`src/rtl/gb_mem_arbiter.sv`:
```
// ---------------------------------------------------------------------------
// gb_mem_arbiter
//
// Shares one single-port synchronous block RAM between the gameboy main bus
// (WRAM at C000-DFFF plus its echo at E000-FDFF) and the VRAM bus
// (8000-9FFF). RAM address bit ADDR_W-1 selects the region (1 = VRAM,
// 0 = WRAM). New accesses on either bus are latched into a per-port pending
// slot. A small IDLE -> GRANT -> WAIT FSM then services them one at a time.
// Read data is held on Di / Di_vram until that port's next read completes.
//
// Build option:
//   MEM_ARB_VRAM_PRIORITY_EN  defined   -> VRAM always wins a tie
//                             undefined -> round-robin on last_grant
//
// Ports:
//   core_clock, reset        clock and synchronous active-high reset
//   A, Do, wr_n, rd_n, cs_n  main bus address, write data and strobes
//   Di                       main bus read data
//   A_vram, Do_vram,
//   wr_vram_n, rd_vram_n,
//   cs_vram_n                VRAM bus address, write data and strobes
//   Di_vram                  VRAM bus read data
//   mem_addr, mem_wdata,
//   mem_en, mem_we           RAM command outputs
//   mem_rdata                RAM read data, RD_LAT cycles after mem_en
//   dbg_conflict             one-cycle pulse when both ports tie at arbitration
// ---------------------------------------------------------------------------
module gb_mem_arbiter #(
    parameter int          RD_LAT   = 1,
    parameter int          ADDR_W   = 14,
    parameter logic [7:0]  OPEN_BUS = 8'hFF
) (
    input  logic              core_clock,
    input  logic              reset,
    input  logic [15:0]       A,
    input  logic [7:0]        Do,
    input  logic              wr_n,
    input  logic              rd_n,
    input  logic              cs_n,
    output logic [7:0]        Di,
    input  logic [15:0]       A_vram,
    input  logic [7:0]        Do_vram,
    input  logic              wr_vram_n,
    input  logic              rd_vram_n,
    input  logic              cs_vram_n,
    output logic [7:0]        Di_vram,
    output logic [ADDR_W-1:0] mem_addr,
    output logic [7:0]        mem_wdata,
    output logic              mem_en,
    output logic              mem_we,
    input  logic [7:0]        mem_rdata,
    output logic              dbg_conflict
);

    typedef enum logic [1:0] {
        ST_IDLE,
        ST_GRANT,
        ST_WAIT
    } state_t;

    localparam logic PORT_MAIN = 1'b0;
    localparam logic PORT_VRAM = 1'b1;

    state_t            state_q, state_d;
    logic              win_q, win_d;
    logic              last_grant_q, last_grant_d;
    logic [1:0]        wait_cnt_q, wait_cnt_d;

    logic              main_act_q, main_act_d;
    logic [15:0]       main_a_q, main_a_d;
    logic              main_pend_q, main_pend_d;
    logic [ADDR_W-1:0] main_addr_q, main_addr_d;
    logic [7:0]        main_data_q, main_data_d;
    logic              main_wr_q, main_wr_d;

    logic              vram_act_q, vram_act_d;
    logic [15:0]       vram_a_q, vram_a_d;
    logic              vram_pend_q, vram_pend_d;
    logic [ADDR_W-1:0] vram_addr_q, vram_addr_d;
    logic [7:0]        vram_data_q, vram_data_d;
    logic              vram_wr_q, vram_wr_d;

    logic [7:0]        di_q, di_d;
    logic [7:0]        di_vram_q, di_vram_d;
    logic [ADDR_W-1:0] mem_addr_q, mem_addr_d;
    logic [7:0]        mem_wdata_q, mem_wdata_d;
    logic              mem_en_q, mem_en_d;
    logic              mem_we_q, mem_we_d;
    logic              dbg_q, dbg_d;

    logic              main_active, main_new, main_mapped;
    logic              vram_active, vram_new, vram_mapped;
    logic [ADDR_W-1:0] main_map_addr, vram_map_addr;
    logic              any_pend, both_pend, pick_vram, taking_grant;
    logic              read_done;

    // Request detection: a port is active while selected with either strobe
    // low; a fresh request is a rising active edge or an address change while
    // the port stays active. Echo RAM excludes FE00-FFFF (OAM/IO/HRAM).
    always_comb begin
        main_active = ~cs_n & (~rd_n | ~wr_n);
        vram_active = ~cs_vram_n & (~rd_vram_n | ~wr_vram_n);
        main_new    = main_active & (~main_act_q | (A != main_a_q));
        vram_new    = vram_active & (~vram_act_q | (A_vram != vram_a_q));
        main_mapped = (A[15:13] == 3'b110) |
                      ((A[15:13] == 3'b111) & (A[12:9] != 4'hF));
        vram_mapped = (A_vram[15:13] == 3'b100);

        main_map_addr           = '0;
        main_map_addr[12:0]     = A[12:0];
        main_map_addr[ADDR_W-1] = 1'b0;
        vram_map_addr           = '0;
        vram_map_addr[12:0]     = A_vram[12:0];
        vram_map_addr[ADDR_W-1] = 1'b1;
    end

    // Arbitration: a lone pending port wins outright; on a tie the winner is
    // either fixed (VRAM) or the port that was not granted last time.
    always_comb begin
        any_pend  = main_pend_q | vram_pend_q;
        both_pend = main_pend_q & vram_pend_q;
`ifdef MEM_ARB_VRAM_PRIORITY_EN
        pick_vram = vram_pend_q;
`else
        pick_vram = both_pend ? ~last_grant_q : vram_pend_q;
`endif
        taking_grant = (state_q == ST_IDLE) & any_pend;
        read_done    = (state_q == ST_WAIT) & (wait_cnt_q == 2'd0);
    end

    // Pending slots. The winner's slot is released on the same edge its
    // contents are copied into the RAM command registers, so a request that
    // arrives on that edge (or any later one) re-arms the slot and is kept.
    always_comb begin
        main_act_d  = main_active;
        main_a_d    = A;
        main_pend_d = main_pend_q;
        main_addr_d = main_addr_q;
        main_data_d = main_data_q;
        main_wr_d   = main_wr_q;
        vram_act_d  = vram_active;
        vram_a_d    = A_vram;
        vram_pend_d = vram_pend_q;
        vram_addr_d = vram_addr_q;
        vram_data_d = vram_data_q;
        vram_wr_d   = vram_wr_q;

        if (taking_grant && !pick_vram) begin
            main_pend_d = 1'b0;
        end
        if (taking_grant && pick_vram) begin
            vram_pend_d = 1'b0;
        end
        if (main_new && main_mapped) begin
            main_pend_d = 1'b1;
            main_addr_d = main_map_addr;
            main_data_d = Do;
            main_wr_d   = ~wr_n;
        end
        if (vram_new && vram_mapped) begin
            vram_pend_d = 1'b1;
            vram_addr_d = vram_map_addr;
            vram_data_d = Do_vram;
            vram_wr_d   = ~wr_vram_n;
        end
    end

    // Read data holding registers: updated only by a completed read for the
    // same port, or forced to open bus by an unmapped read on that port.
    always_comb begin
        di_d      = di_q;
        di_vram_d = di_vram_q;
        if (read_done && win_q == PORT_MAIN) begin
            di_d = mem_rdata;
        end
        if (read_done && win_q == PORT_VRAM) begin
            di_vram_d = mem_rdata;
        end
        if (main_new && !main_mapped && wr_n) begin
            di_d = OPEN_BUS;
        end
        if (vram_new && !vram_mapped && wr_vram_n) begin
            di_vram_d = OPEN_BUS;
        end
    end

    // Service FSM. RAM command outputs are registered and are high exactly
    // during the GRANT cycle.
    always_comb begin
        state_d      = state_q;
        win_d        = win_q;
        last_grant_d = last_grant_q;
        wait_cnt_d   = wait_cnt_q;
        mem_addr_d   = mem_addr_q;
        mem_wdata_d  = mem_wdata_q;
        mem_en_d     = 1'b0;
        mem_we_d     = 1'b0;
        dbg_d        = 1'b0;

        case (state_q)
            ST_IDLE: begin
                if (any_pend) begin
                    state_d      = ST_GRANT;
                    win_d        = pick_vram;
                    last_grant_d = pick_vram;
                    mem_en_d     = 1'b1;
                    mem_we_d     = pick_vram ? vram_wr_q : main_wr_q;
                    mem_addr_d   = pick_vram ? vram_addr_q : main_addr_q;
                    mem_wdata_d  = pick_vram ? vram_data_q : main_data_q;
                    dbg_d        = both_pend;
                end
            end
            ST_GRANT: begin
                wait_cnt_d = 2'(RD_LAT - 1);
                state_d    = mem_we_q ? ST_IDLE : ST_WAIT;
            end
            ST_WAIT: begin
                if (wait_cnt_q == 2'd0) begin
                    state_d = ST_IDLE;
                end else begin
                    wait_cnt_d = wait_cnt_q - 2'd1;
                end
            end
            default: begin
                state_d = ST_IDLE;
            end
        endcase
    end

    // State register; reset aborts any cycle in flight and lets the main bus
    // win the first tie.
    always_ff @(posedge core_clock) begin
        if (reset) begin
            state_q      <= ST_IDLE;
            win_q        <= PORT_MAIN;
            last_grant_q <= PORT_VRAM;
            wait_cnt_q   <= 2'd0;
            main_act_q   <= 1'b0;
            main_a_q     <= 16'h0000;
            main_pend_q  <= 1'b0;
            main_addr_q  <= '0;
            main_data_q  <= 8'h00;
            main_wr_q    <= 1'b0;
            vram_act_q   <= 1'b0;
            vram_a_q     <= 16'h0000;
            vram_pend_q  <= 1'b0;
            vram_addr_q  <= '0;
            vram_data_q  <= 8'h00;
            vram_wr_q    <= 1'b0;
            di_q         <= OPEN_BUS;
            di_vram_q    <= OPEN_BUS;
            mem_addr_q   <= '0;
            mem_wdata_q  <= 8'h00;
            mem_en_q     <= 1'b0;
            mem_we_q     <= 1'b0;
            dbg_q        <= 1'b0;
        end else begin
            state_q      <= state_d;
            win_q        <= win_d;
            last_grant_q <= last_grant_d;
            wait_cnt_q   <= wait_cnt_d;
            main_act_q   <= main_act_d;
            main_a_q     <= main_a_d;
            main_pend_q  <= main_pend_d;
            main_addr_q  <= main_addr_d;
            main_data_q  <= main_data_d;
            main_wr_q    <= main_wr_d;
            vram_act_q   <= vram_act_d;
            vram_a_q     <= vram_a_d;
            vram_pend_q  <= vram_pend_d;
            vram_addr_q  <= vram_addr_d;
            vram_data_q  <= vram_data_d;
            vram_wr_q    <= vram_wr_d;
            di_q         <= di_d;
            di_vram_q    <= di_vram_d;
            mem_addr_q   <= mem_addr_d;
            mem_wdata_q  <= mem_wdata_d;
            mem_en_q     <= mem_en_d;
            mem_we_q     <= mem_we_d;
            dbg_q        <= dbg_d;
        end
    end

    assign Di           = di_q;
    assign Di_vram      = di_vram_q;
    assign mem_addr     = mem_addr_q;
    assign mem_wdata    = mem_wdata_q;
    assign mem_en       = mem_en_q;
    assign mem_we       = mem_we_q;
    assign dbg_conflict = dbg_q;

endmodule

```
`config.mk`:
```
export PLATFORM = sky130hd
export DESIGN_NAME = gb_mem_arbiter
export DESIGN_NICKNAME = d
export VERILOG_FILES = /design/src/rtl/gb_mem_arbiter.sv
export SDC_FILE = /design/constraint.sdc
export NUM_CORES = 1
export LEC_CHECK = 0
export BUFFER_PORTS_ARGS = -buffer_cell sky130_fd_sc_hd__buf_2
export CORE_MARGIN = 5
export CORE_UTILIZATION = 45
export CTS_CLUSTER_DIAMETER = 60
export CTS_CLUSTER_SIZE = 28
export DETAILED_ROUTE_END_ITERATION = 8
export PLACE_DENSITY = 0.76
export SLEW_MARGIN = 40
export SYNTH_ARGS = -nofsm -noshare
export SYNTH_HDL_FRONTEND = slang
export SYNTH_SLANG_ARGS = --single-unit
```
`constraint.sdc`:
```
create_clock -name core_clock -period 3.05 [get_ports core_clock]
set_clock_uncertainty 0.2 [all_clocks]
set_input_delay 0.305 -clock core_clock [delete_from_list [all_inputs] [get_ports core_clock]]
set_output_delay 0.305 -clock core_clock [all_outputs]
set_load 0.005 [all_outputs]
```
==> results of run 1 <==
## cells in the mapped netlist (all sizes together)
master	instances	area [um2]
nand3b	1	7.51
or2	1	6.26
nor4b	1	8.76
nand4	4	25.0
nand3	18	90.1
nor3b	1	7.51
o21ba	1	10.0
inv	6	22.5
and3	3	18.8
mux2i	33	330
o21ai	3	18.8
ha	1	12.5
a2111oi	1	8.76
a31oi	1	6.26
xnor2	13	114
a222oi	21	210
nand2	36	135
and2	1	6.26
a21oi	9	45.0
a21boi	1	7.51
a21o	1	7.51
a211o	1	8.76
xor2	19	166
nor2	62	233
nor3	4	20.0
buf	8	61.3
nand2b	19	119
nor2b	48	300
mux2	13	184
dfxtp	128	2560
clkbuf	20	75.1
o21a	1	7.51
a22oi	1	7.51
nor4	4	43.8
## area by class of cell
type,count,area [um2]
sequential,128,2560
inverter,6,22.5
multi-input combinational,323,2170
clock buffer,21,459
timing repair buffer,172,1190
clock inverter,10,111
fill,847,4050
tap,140,175
## per-stage QoR
step | hold slack, ns | cell area [um2] | util [%] | worst slack (ns) | instances
floorplan | 0.225 | 4890 | - | 1.12 | 485
global placement | 0.233 | 5500 | 51.2 | 0.573 | 707
detailed placement | 0.244 | 5500 | 51.2 | 0.753 | 707
CTS | 0.182 | 6690 | 62.3 | 0.758 | 800
global route | 0.0829 | 6690 | 62.3 | 0.605 | 800
finish | 0.0757 | 6690 | 62.3 | 0.681 | 800
## registers in the layout, indices dropped and copies added, names as in the netlist, 13 cells and up
| name | count |
|---|---|
| main_a_q | 16 |
| vram_addr_q | 14 |
| main_addr_q | 13 |
| vram_a_q | 16 |
| mem_addr | 14 |
## timing repair
action | in CTS | in global routing
endpoints found under the hold margin | 81 | 0
hold buffers | 62 | 0
resized for setup | 0 | 0
## worst min path at each step
stage	start	end	slack, ns	cells after the start
finish	reset	wait_cnt_q[0]	0.08	2
CTS	reset	vram_addr_q[4]	0.18	2
floorplan	vram_addr_q[13]	vram_addr_q[13]	0.23	2
global placement	vram_addr_q[13]	vram_addr_q[13]	0.23	2
detailed placement	vram_addr_q[13]	vram_addr_q[13]	0.24	2
global route	reset	state_q[1]	0.08	2
## per-layer routing
metal	track usage, %	vias up	routed length [um]
met1	23.3	1920	5200
li1	-	1976	-
met3	5.92	9	845
met4	5.86	0	98
met2	32.7	162	6120
met5	0	-	0
## power by group through the flow
stage	Clock, W	Sequential (W)	Combinational [W]
final	0.00191	0.00175	0.000308
after CTS	0.00195	0.00175	0.000305
after detailed placement	0	0.00178	0.000242
after global placement	0	0.00178	0.000235
after global routing	0.00203	0.00175	0.000338
after floorplan	0	0.00177	0.000151
## cells by family (layout without fill, tap and decap cells)
kind of cell | Yosys count | after routing | synth area share (%)
and+or+nand+nor | 203 | 203 | 20.9
adders and majority gates | 1 | 1 | 0.256
xor gates and xnor gates | 32 | 32 | 5.73
DFF | 128 | 128 | 52.4
muxes | 46 | 46 | 10.5
buffers and inverters | 34 | 209 | 3.25
AOI/OAI and AO/OA | 41 | 41 | 6.91
## worst reg2reg max path, stage by stage (launching register included)
cell	delay, ns
dfxtp_1	0.30
xor2_1	0.14
nor4_2	0.30
nand4_1	0.21
o21ai_2	0.15
buf_4	0.37
mux2i_1	0.30
nor2_1	0.06
==> metrics.md, run 1 <==
| Metric | Value |
|---|---|
| Register-to-Register Setup Slack | `0.88 ns` |
| H-tree depth | `4` |
| Final ANT Viol Nets | `0` |
| Post-Route Setup TNS | `0 ns` |
| Routed vias | `4,067` |
| Design Power | `0.00397 W` |
| Sequential Power Share | `44.0%` |
| Worst Path Buf+Inv | `3` |
| Net count after synthesis | `550` |
| Arrival @ worst endpoint | `2.55 ns` |
| Max stage delay cell, worst path | `dlygate4sd3_1` |
| Cell count after synthesis | `485` |
| Worst setup EP type | `flip-flop` |
| PortBufs | `104` |
| Die area | `13,000 um2` |
| Commonest non-fill, non-tap cell in the layout | `dfxtp_1` |
| Setup Viol. Count Final | `0` |
| WS Path Type | `input pin to flip-flop` |
| Layout cell share with drive strength beyond 1 | `24.4%` |
| GPL Wtd Cong | `0.882` |
| Worst setup SP type | `input pin` |
| Iteration-0 DRC Markers | `392` |
| Outcome | `finished, final reports clean` |
| Inserted Diodes | `0` |
| Wire per inst | `15.3 um` |
| DRT Wirelength | `12,300 um` |
| Layout Nets | `713` |
| Final hold viol count | `0` |
| Critical-path cell list | `dlygate4sd3_1 > buf_2 > xor2_1 > nor4_2 > nand4_1 > o21ai_2 > buf_4 > mux2i_1 > nor2_1` |
| CP required | `3.23 ns` |
| Worst-Skew Late Latency | `0.51 ns` |
| Min Clock Period, post-route | `2.37 ns` |
| Die Ht | `114 um` |
| RR Startpoint | `vram_a_q[5]` |
| Tot GR Track Use | `19.2%` |
| Maximum clock rate | `422 MHz` |
| Starting Density | `45.5%` |
| Int Pwr | `0.00310 W` |
| Worst vdd ir | `0.000351 V` |
| Total CTS buffers | `17` |
| Vias in the first global route | `4,074` |
| Register area share after synthesis | `52.4%` |
| Avg Cell Area, Syn | `10.1 um2` |
| Switching pwr | `0.000867 W` |
| Clock sink count | `128` |
| I/O pin total | `105` |
| Max_slew headroom | `54.7%` |
| Clk pwr share | `48.2%` |
| Levels on crit path | `9` |
| Setup fix buffers added after clock tree synthesis | `0` |
| CTS Root Buffer Type | `clkbuf_8` |
| Vias per inst | `5.08` |
| Initial antenna violation count | `0` |
| Maxcap violations | `0` |
| Switching power share of the total | `21.8%` |
| Synth Register Bits | `128` |
| Max clock buf depth | `2` |
| Netlist cell types | `40` |
| DRT Pass-1 Iters | `7` |
| Site row count | `38` |
| Synthesized cell area | `4890 um2` |
| Die X | `114 um` |
| CP Capture Point | `vram_addr_q[5]` |
| First-pass GRT wire length | `19,700 um` |
| Crit-path max cell delay | `0.55 ns` |
| Most frequent cells in the layout | `dfxtp_1, buf_2, nor2_1, dlygate4sd3_1, nor2b_1` |
| Crit path launch | `A_vram[7]` |
| Combinational Power Share | `7.8%` |
| CP top delay family | `buffers and inverters` |
| CTS tree | `built` |
| Detailed placement HPWL | `8000 um` |
| Synth-to-Final Area Change | `37.0%` |
| Total gr overflow | `0` |
| P per Cell Area | `593 nW/um2` |
| Final worst-path cycle share | `77.7%` |
| Max FO, Critical Path | `24` |
| RSZ-0062 raised after global routing | `no` |
| Drt drc | `0` |
| Warnings, synthesis | `0` |
| R2R depth | `7` |
| Hold/Removal Path Class | `input pin to flip-flop` |
| Area of the core | `10,700 um2` |
| Fin. max-slew vios | `0` |
| Worst r2r dst | `vram_addr_q[5]` |
| Leak | `2.99 nW` |
| Worst-Margin Slew | `0.679 ns` |
| Largest net degree at the start of global routing | `99` |
| Clk slew on worst S/H paths | `0.06 ns` |
Note: power is estimated with default switching activity, not from simulation.
==> run 2, diff against run 1 <==
ABC_AREA = 1   (was not set)
PLACE_DENSITY = 0.75   (was 0.76)
clock period = 2.5 ns   (was 3.05 ns; I/O delays follow)
==> run 2 against run 1 <==
Global-route usage down 0.14 points; via count is 33% higher; die area up 17%; non-clock buffer count rose by 1; sequential power grew 23%; worst hold slack lost 0.065 ns; largest power group unchanged; clock-buffer cell count did not move; largest cell class unchanged; combinational power rose by 58%.
==> metrics.md, run 2 <==
| Metric | Value |
|---|---|
| Leak | `3.74 nW` |
| Levels on crit path | `13` |
| Initial antenna violation count | `0` |
| Wire per inst | `11.9 um` |
| Layout Nets | `1,056` |
| Top-count cell post-synth | `nand2_1` |
| Arrival @ worst endpoint | `2.38 ns` |
| Final worst-path cycle share | `89.0%` |
| Fin. max-slew vios | `0` |
| WHS | `0.0105 ns` |
| CTS Root Buffer Type | `clkbuf_16` |
| Maximum clock rate | `449 MHz` |
| Top Registers | `main_a_q (16), vram_a_q (16)` |
| Die Ht | `124 um` |
| Largest net degree at the start of global routing | `63` |
| CP top delay family | `buffers and inverters` |
| CP required | `2.65 ns` |
| Most frequent cells after synthesis | `nand2_1, inv_1, dfxtp_1, nor2_1, nand4_1` |
| CP Capture Point | `vram_wr_q` |
| Min Clock Period, post-route | `2.23 ns` |
| Synth area leader | `dfxtp_1` |
| Routed vias | `5,407` |
| Area of the core | `12,600 um2` |
| Die X | `124 um` |
| PostCTS Resize Cnt | `0` |
| Share of synthesized registers carrying an async set or reset | `0%` |
| Worst vdd ir | `0.000462 V` |
| Worst Path Buf+Inv | `4` |
| Worst r2r dst | `vram_wr_q` |
| Drt drc | `0` |
| H-tree depth | `4` |
| Total CTS buffers | `17` |
| Worst setup EP type | `flip-flop` |
| Synth Register Bits | `128` |
| Net count after synthesis | `903` |
| GPL Wtd Cong | `0.783` |
| Hold Startpoint | `mem_rdata[5]` |
| Avg Cell Area, Syn | `6.93 um2` |
| Synth-to-Final Area Change | `32.2%` |
| Setup Viol. Count Final | `0` |
| Max stage delay cell, worst path | `dlygate4sd3_1` |
| Tot GR Track Use | `19.1%` |
| First-pass GRT wire length | `22,800 um` |
| Warnings, synthesis | `0` |
| Total gr overflow | `0` |
| Final hold viol count | `0` |
| Worst-Margin Slew | `0.690 ns` |
| Commonest non-fill, non-tap cell in the layout | `nand2_1` |
| I/O pin total | `105` |
| Clock sink count | `128` |
| Outcome | `finished, final reports clean` |
| Worst-Skew Late Latency | `0.42 ns` |
| Max_slew headroom | `54.0%` |
| Max clock buf depth | `2` |
| Starting Density | `46.0%` |
| Crit-path max cell delay | `0.56 ns` |
| Synthesized cell area | `5800 um2` |
| Iteration-0 DRC Markers | `344` |
| Vias in the first global route | `5,049` |
| Final ANT Viol Nets | `0` |
| Most common cell on crit path | `nand2_1` |
| RSZ-0062 raised after global routing | `no` |
| RR Startpoint | `vram_a_q[1]` |
| P per Cell Area | `720 nW/um2` |
| Inserted Diodes | `0` |
| Commonest register cell after synthesis | `dfxtp_1` |
| Hold/Removal Path Class | `input pin to flip-flop` |
| PortBufs | `104` |
| Post-synth EDFFs | `0` |
| Maxcap violations | `0` |
| WS Path Type | `input pin to flip-flop` |
| Layout cell share with drive strength beyond 1 | `19.2%` |
| Critical-path cell list | `dlygate4sd3_1 > buf_2 > inv_1 > nand2_1 > nand2_1 > nor2_1 > nand2_1 > nor2_2 > nand3_4 > nand4_1 > dlygate4sd3_1 > nand2_1 > nor2_1` |
| Area contributors post-synth | `dfxtp_1, nand2_1, inv_1` |
| Clk slew on worst S/H paths | `0.06 ns` |
| Site row count | `41` |
| Cell count after synthesis | `838` |
| Register-to-Register Setup Slack | `0.48 ns` |
| CTS tree | `built` |
| DRT Pass-1 Iters | `6` |
| Most frequent cells in the layout | `nand2_1, inv_1, dfxtp_1, buf_2, nor2_1` |
| Post-Route Setup TNS | `0 ns` |
| Netlist cell types | `32` |
| Crit path launch | `A_vram[3]` |
| DRT Wirelength | `13,900 um` |
| Register area share after synthesis | `44.1%` |
| Fill count | `1,129` |
| R2R depth | `11` |
| Max FO, Critical Path | `8` |
| Vias per inst | `4.60` |
| Worst setup SP type | `input pin` |
| Detailed placement HPWL | `9330 um` |
| Die area | `15,300 um2` |
| Synth top area share | `44.1%` |
-- run 2: changes by cell type after synthesis, sizes merged, moves of 16 or more --
cell | before | now
nor2b | 48 | 0
xor2 | 19 | 0
nand4 | 4 | 46
inv | 6 | 177
nand2 | 36 | 242
nor2 | 62 | 102
o21ai | 3 | 24
a31oi | 1 | 22
nand2b | 19 | 0
mux2i | 33 | 0
a222oi | 21 | 0
nand3b | 1 | 17
-- run 2: cell type report --
type / instances / area, um2 / area share, %
Timing Repair Buffer: 173 / 1190 / 15.6
Clock buffer: 21 / 460 / 6.00
Multi-Input combinational cell: 489 / 2330 / 30.3
Inverter: 182 / 683 / 8.90
Tap cell: 172 / 215 / 2.80
Sequential cell: 128 / 2560 / 33.4
Clock inverter: 11 / 233 / 3.03
-- run 2: per-layer routing --
layer | track usage, % | wire length [um] | vias to the layer above
li1 | - | - | 2841
met1 | 22.6 | 6210 | 2431
met2 | 33.1 | 6870 | 121
met3 | 5.31 | 703 | 14
met4 | 6.78 | 167 | 0
met5 | 0 | 0 | -
-- run 2: what timing repair did --
item	CTS	global route
buffers inserted	0	0
hold buffers	57	0
endpoints found under the hold margin	60	0
-- run 2: logic make-up (layout without fill, tap and decap cells) --
group                      count (synthesis)  count (layout)  share of synthesized area, %
AOI/OAI and AO/OA                         56              56                          5.65
xor gates and xnor gates                   9               9                          1.36
adders and majority gates                  1               1                         0.216
buffers and inverters                    221             387                          15.8
DFF                                      128             128                          44.1
and+or+nand+nor                          423             423                          32.8
-- run 2: power by group --
group          leakage, nW  switching [W]  internal, W
registers             1.05      0.0000351      0.00211
clock network        0.337       0.000871      0.00202
logic                 2.36       0.000272     0.000217
total                 3.74        0.00118      0.00435
-- run 2: how the worst min path moves through the flow --
| stage | end | slack, ns | cells after the start |
|---|---|---|---|
| 2_1_floorplan | vram_a_q[13] | 0.16 | 2 |
| 3_3_place_gp | state_q[1] | 0.22 | 1 |
| 3_5_place_dp | state_q[1] | 0.22 | 1 |
| 4_1_cts | Di[5] | 0.002 | 4 |
| 5_1_grt | Di[5] | 0.008 | 4 |
| 6_report | Di[5] | 0.01 | 4 |
-- run 2: worst min-delay path: stages --
cell	delay [ns]
buf_2	0.07
inv_1	0.04
o21ai_0	0.14
nand3b_1	0.09
-- run 2: through the flow --
| stage | util [%] | worst slack [ns] | total power [W] | cell area [um2] | instances |
|---|---|---|---|---|---|
| 3_3_place_gp | 50.8 | 0.676 | 0.00260 | 6410 | 1087 |
| 5_1_grt | 60.8 | 0.189 | 0.00574 | 7670 | 1176 |
| 6_report | 60.8 | 0.275 | 0.00552 | 7670 | 1176 |
| 2_1_floorplan | - | 0.962 | 0.00247 | 5800 | 838 |
| 4_1_cts | 60.8 | 0.390 | 0.00556 | 7670 | 1176 |
| 3_5_place_dp | 50.8 | 0.644 | 0.00260 | 6410 | 1087 |
==> run 3, diff against run 2 <==
ABC_AREA = 0   (was 1)
PLACE_DENSITY = 0.76   (was 0.75)
==> run 3 against run 2 <==
Clock power is 11% lower; power shrank 8.2%; maximum frequency fell by 7.5%; flip-flop and latch count stayed put; worst hold slack improved by 0.24 ns; sequential share of layout area increased by 4.3 points; first-iteration DRC count is 11% higher; clock-buffer cell count is 4 higher; register-to-register slack worse by 0.08 ns; combinational power down 22%.
==> metrics.md, run 3 (synthesis gave the netlist of run 1 again) <==
| Metric | Value |
|---|---|
| Drt drc | `0` |
| First-pass GRT wire length | `19,700 um` |
| Layout Nets | `718` |
| Synth-to-Final Area Change | `39.3%` |
| Inserted Diodes | `0` |
| Final worst-path cycle share | `96.2%` |
| Detailed placement HPWL | `7870 um` |
| Final hold viol count | `0` |
| Most frequent cells in the layout | `dfxtp_1, buf_2, dlygate4sd3_1, nor2_1, nor2b_1` |
| Design Power | `0.00507 W` |
| Number of standard cells in the layout, taps in and fillers out | `804` |
| Layout cell share with drive strength beyond 1 | `23.9%` |
| Fin. max-slew vios | `0` |
| Starting Density | `45.5%` |
| Fill count | `835` |
| Commonest non-fill, non-tap cell in the layout | `dfxtp_1` |
| Top Registers | `main_a_q (16), vram_a_q (16)` |
| Max FO, Critical Path | `23` |
| Die area | `13,000 um2` |
| Register area | `2560 um2` |
| Worst setup SP type | `input pin` |
| Worst-Margin Slew | `0.729 ns` |
| Worst vdd ir | `0.000308 V` |
| Maximum clock rate | `416 MHz` |
| Multi-input gate area | `2180 um2` |
| Setup Viol. Count Final | `0` |
| Leak | `3.05 nW` |
| Maxcap violations | `0` |
| Final ANT Viol Nets | `0` |
| Arrival @ worst endpoint | `2.60 ns` |
| Outcome | `finished, final reports clean` |
| Total gr overflow | `0` |
| Die X | `114 um` |
| CTS tree | `built` |
| Hold/Removal Path Class | `flip-flop to flip-flop` |
| Vias per inst | `5.07` |
| Clock sink count | `128` |
| WS Path Type | `input pin to flip-flop` |
| DRT Pass-1 Iters | `7` |
| Final instance area | `6810 um2` |
| Post-Route Setup TNS | `0 ns` |
| Site row count | `38` |
| Worst-Skew Late Latency | `0.51 ns` |
| Tot GR Track Use | `19.1%` |
| Min Clock Period, post-route | `2.41 ns` |
| I/O pin total | `105` |
| R2R depth | `6` |
| Iteration-0 DRC Markers | `383` |
| CTS Root Buffer Type | `clkbuf_8` |
| Total CTS buffers | `17` |
| Area of the core | `10,700 um2` |
| Worst setup EP type | `flip-flop` |
| P per Cell Area | `745 nW/um2` |
| H-tree depth | `4` |
| Max clock buf depth | `2` |
| RSZ-0062 raised after global routing | `no` |
| Hold Crit Depth | `2` |
| Dpl cells | `709` |
| Clk slew on worst S/H paths | `0.06 ns` |
| Die Ht | `114 um` |
| Largest net degree at the start of global routing | `34` |
| Max_slew headroom | `51.2%` |
| GPL Wtd Cong | `0.858` |
| Initial antenna violation count | `0` |
| PortBufs | `104` |
| CP required | `2.70 ns` |
| Routed vias | `4,074` |
| DRT Wirelength | `12,000 um` |
| Dpl cell area | `5530 um2` |
| Wire per inst | `14.9 um` |
| Vias in the first global route | `4,107` |
run 3: cell count changes in the layout (fill, tap and decap cells not counted), moves of 22 or more:
cell and change:
nand2_1 -191, inv_1 -152, nor2b_1 +48, nand4_1 -42, nor2_1 -37, mux2i_1 +33
o21ai_0 -22
run 3: worst paths after layout:
| kind | startpoint | endpoint | slack, ns |
|---|---|---|---|
| setup / recovery | A[14] | main_addr_q[0] | 0.09 |
| hold reg to reg | vram_addr_q[13] | vram_addr_q[13] | 0.25 |
| setup reg to reg | vram_a_q[5] | Di_vram[2] | 0.40 |
| hold / removal | vram_addr_q[13] | vram_addr_q[13] | 0.25 |
run 3: power by group:
| part | total [W] | internal [W] | leakage (nW) | switching (W) |
|---|---|---|---|---|
| clock network | 0.00256 | 0.00174 | 0.304 | 0.000818 |
| registers | 0.00213 | 0.00210 | 1.04 | 0.0000321 |
| logic | 0.000382 | 0.000206 | 1.71 | 0.000176 |
run 3: worst max-delay path: stages:
cell and delay, ns:
dlygate4sd3_1 0.54, buf_2 0.13, nand2_1 0.04, dlygate4sd3_1 0.54, a31oi_1 0.22, and3_1 0.22
buf_6 0.27, mux2_2 0.38
run 3: metal layers:
metal	part of all wire (%)	global-route usage, %	vias up
met5	0	0	-
met4	2.2	8.55	0
met3	6.5	5.60	27
met2	47	30.8	146
met1	44	23.5	1914
li1	-	-	1987
run 3: final cells by class:
| cell class | count | share of cell area, % |
|---|---|---|
| Inverter | 6 | 0.331 |
| Sequential cell | 128 | 37.6 |
| Tap cell | 140 | 2.57 |
| Multi-Input combinational cell | 323 | 32.0 |
| Timing Repair Buffer | 177 | 18.4 |
| Clock inverter | 5 | 1.84 |
| Clock buffer | 25 | 7.26 |
run 3: through the flow:
stage	hold slack [ns]	utilization (%)	setup slack, ns
after floorplan	0.173	-	0.599
after global placement	0.234	51.4	0.362
final	0.247	63.3	0.0943
after detailed placement	0.238	51.5	0.291
after global routing	0.257	63.3	0.000342
after CTS	0.218	63.3	0.0618
run 3: what timing repair did:
| item | in CTS | in global routing |
|---|---|---|
| endpoints found under the hold margin | 89 | 0 |
| endpoints found under the setup margin | 0 | 13 |
| hold buffers | 65 | 0 |
| gates resized for setup | 0 | 1 |
| buffers inserted | 0 | 0 |
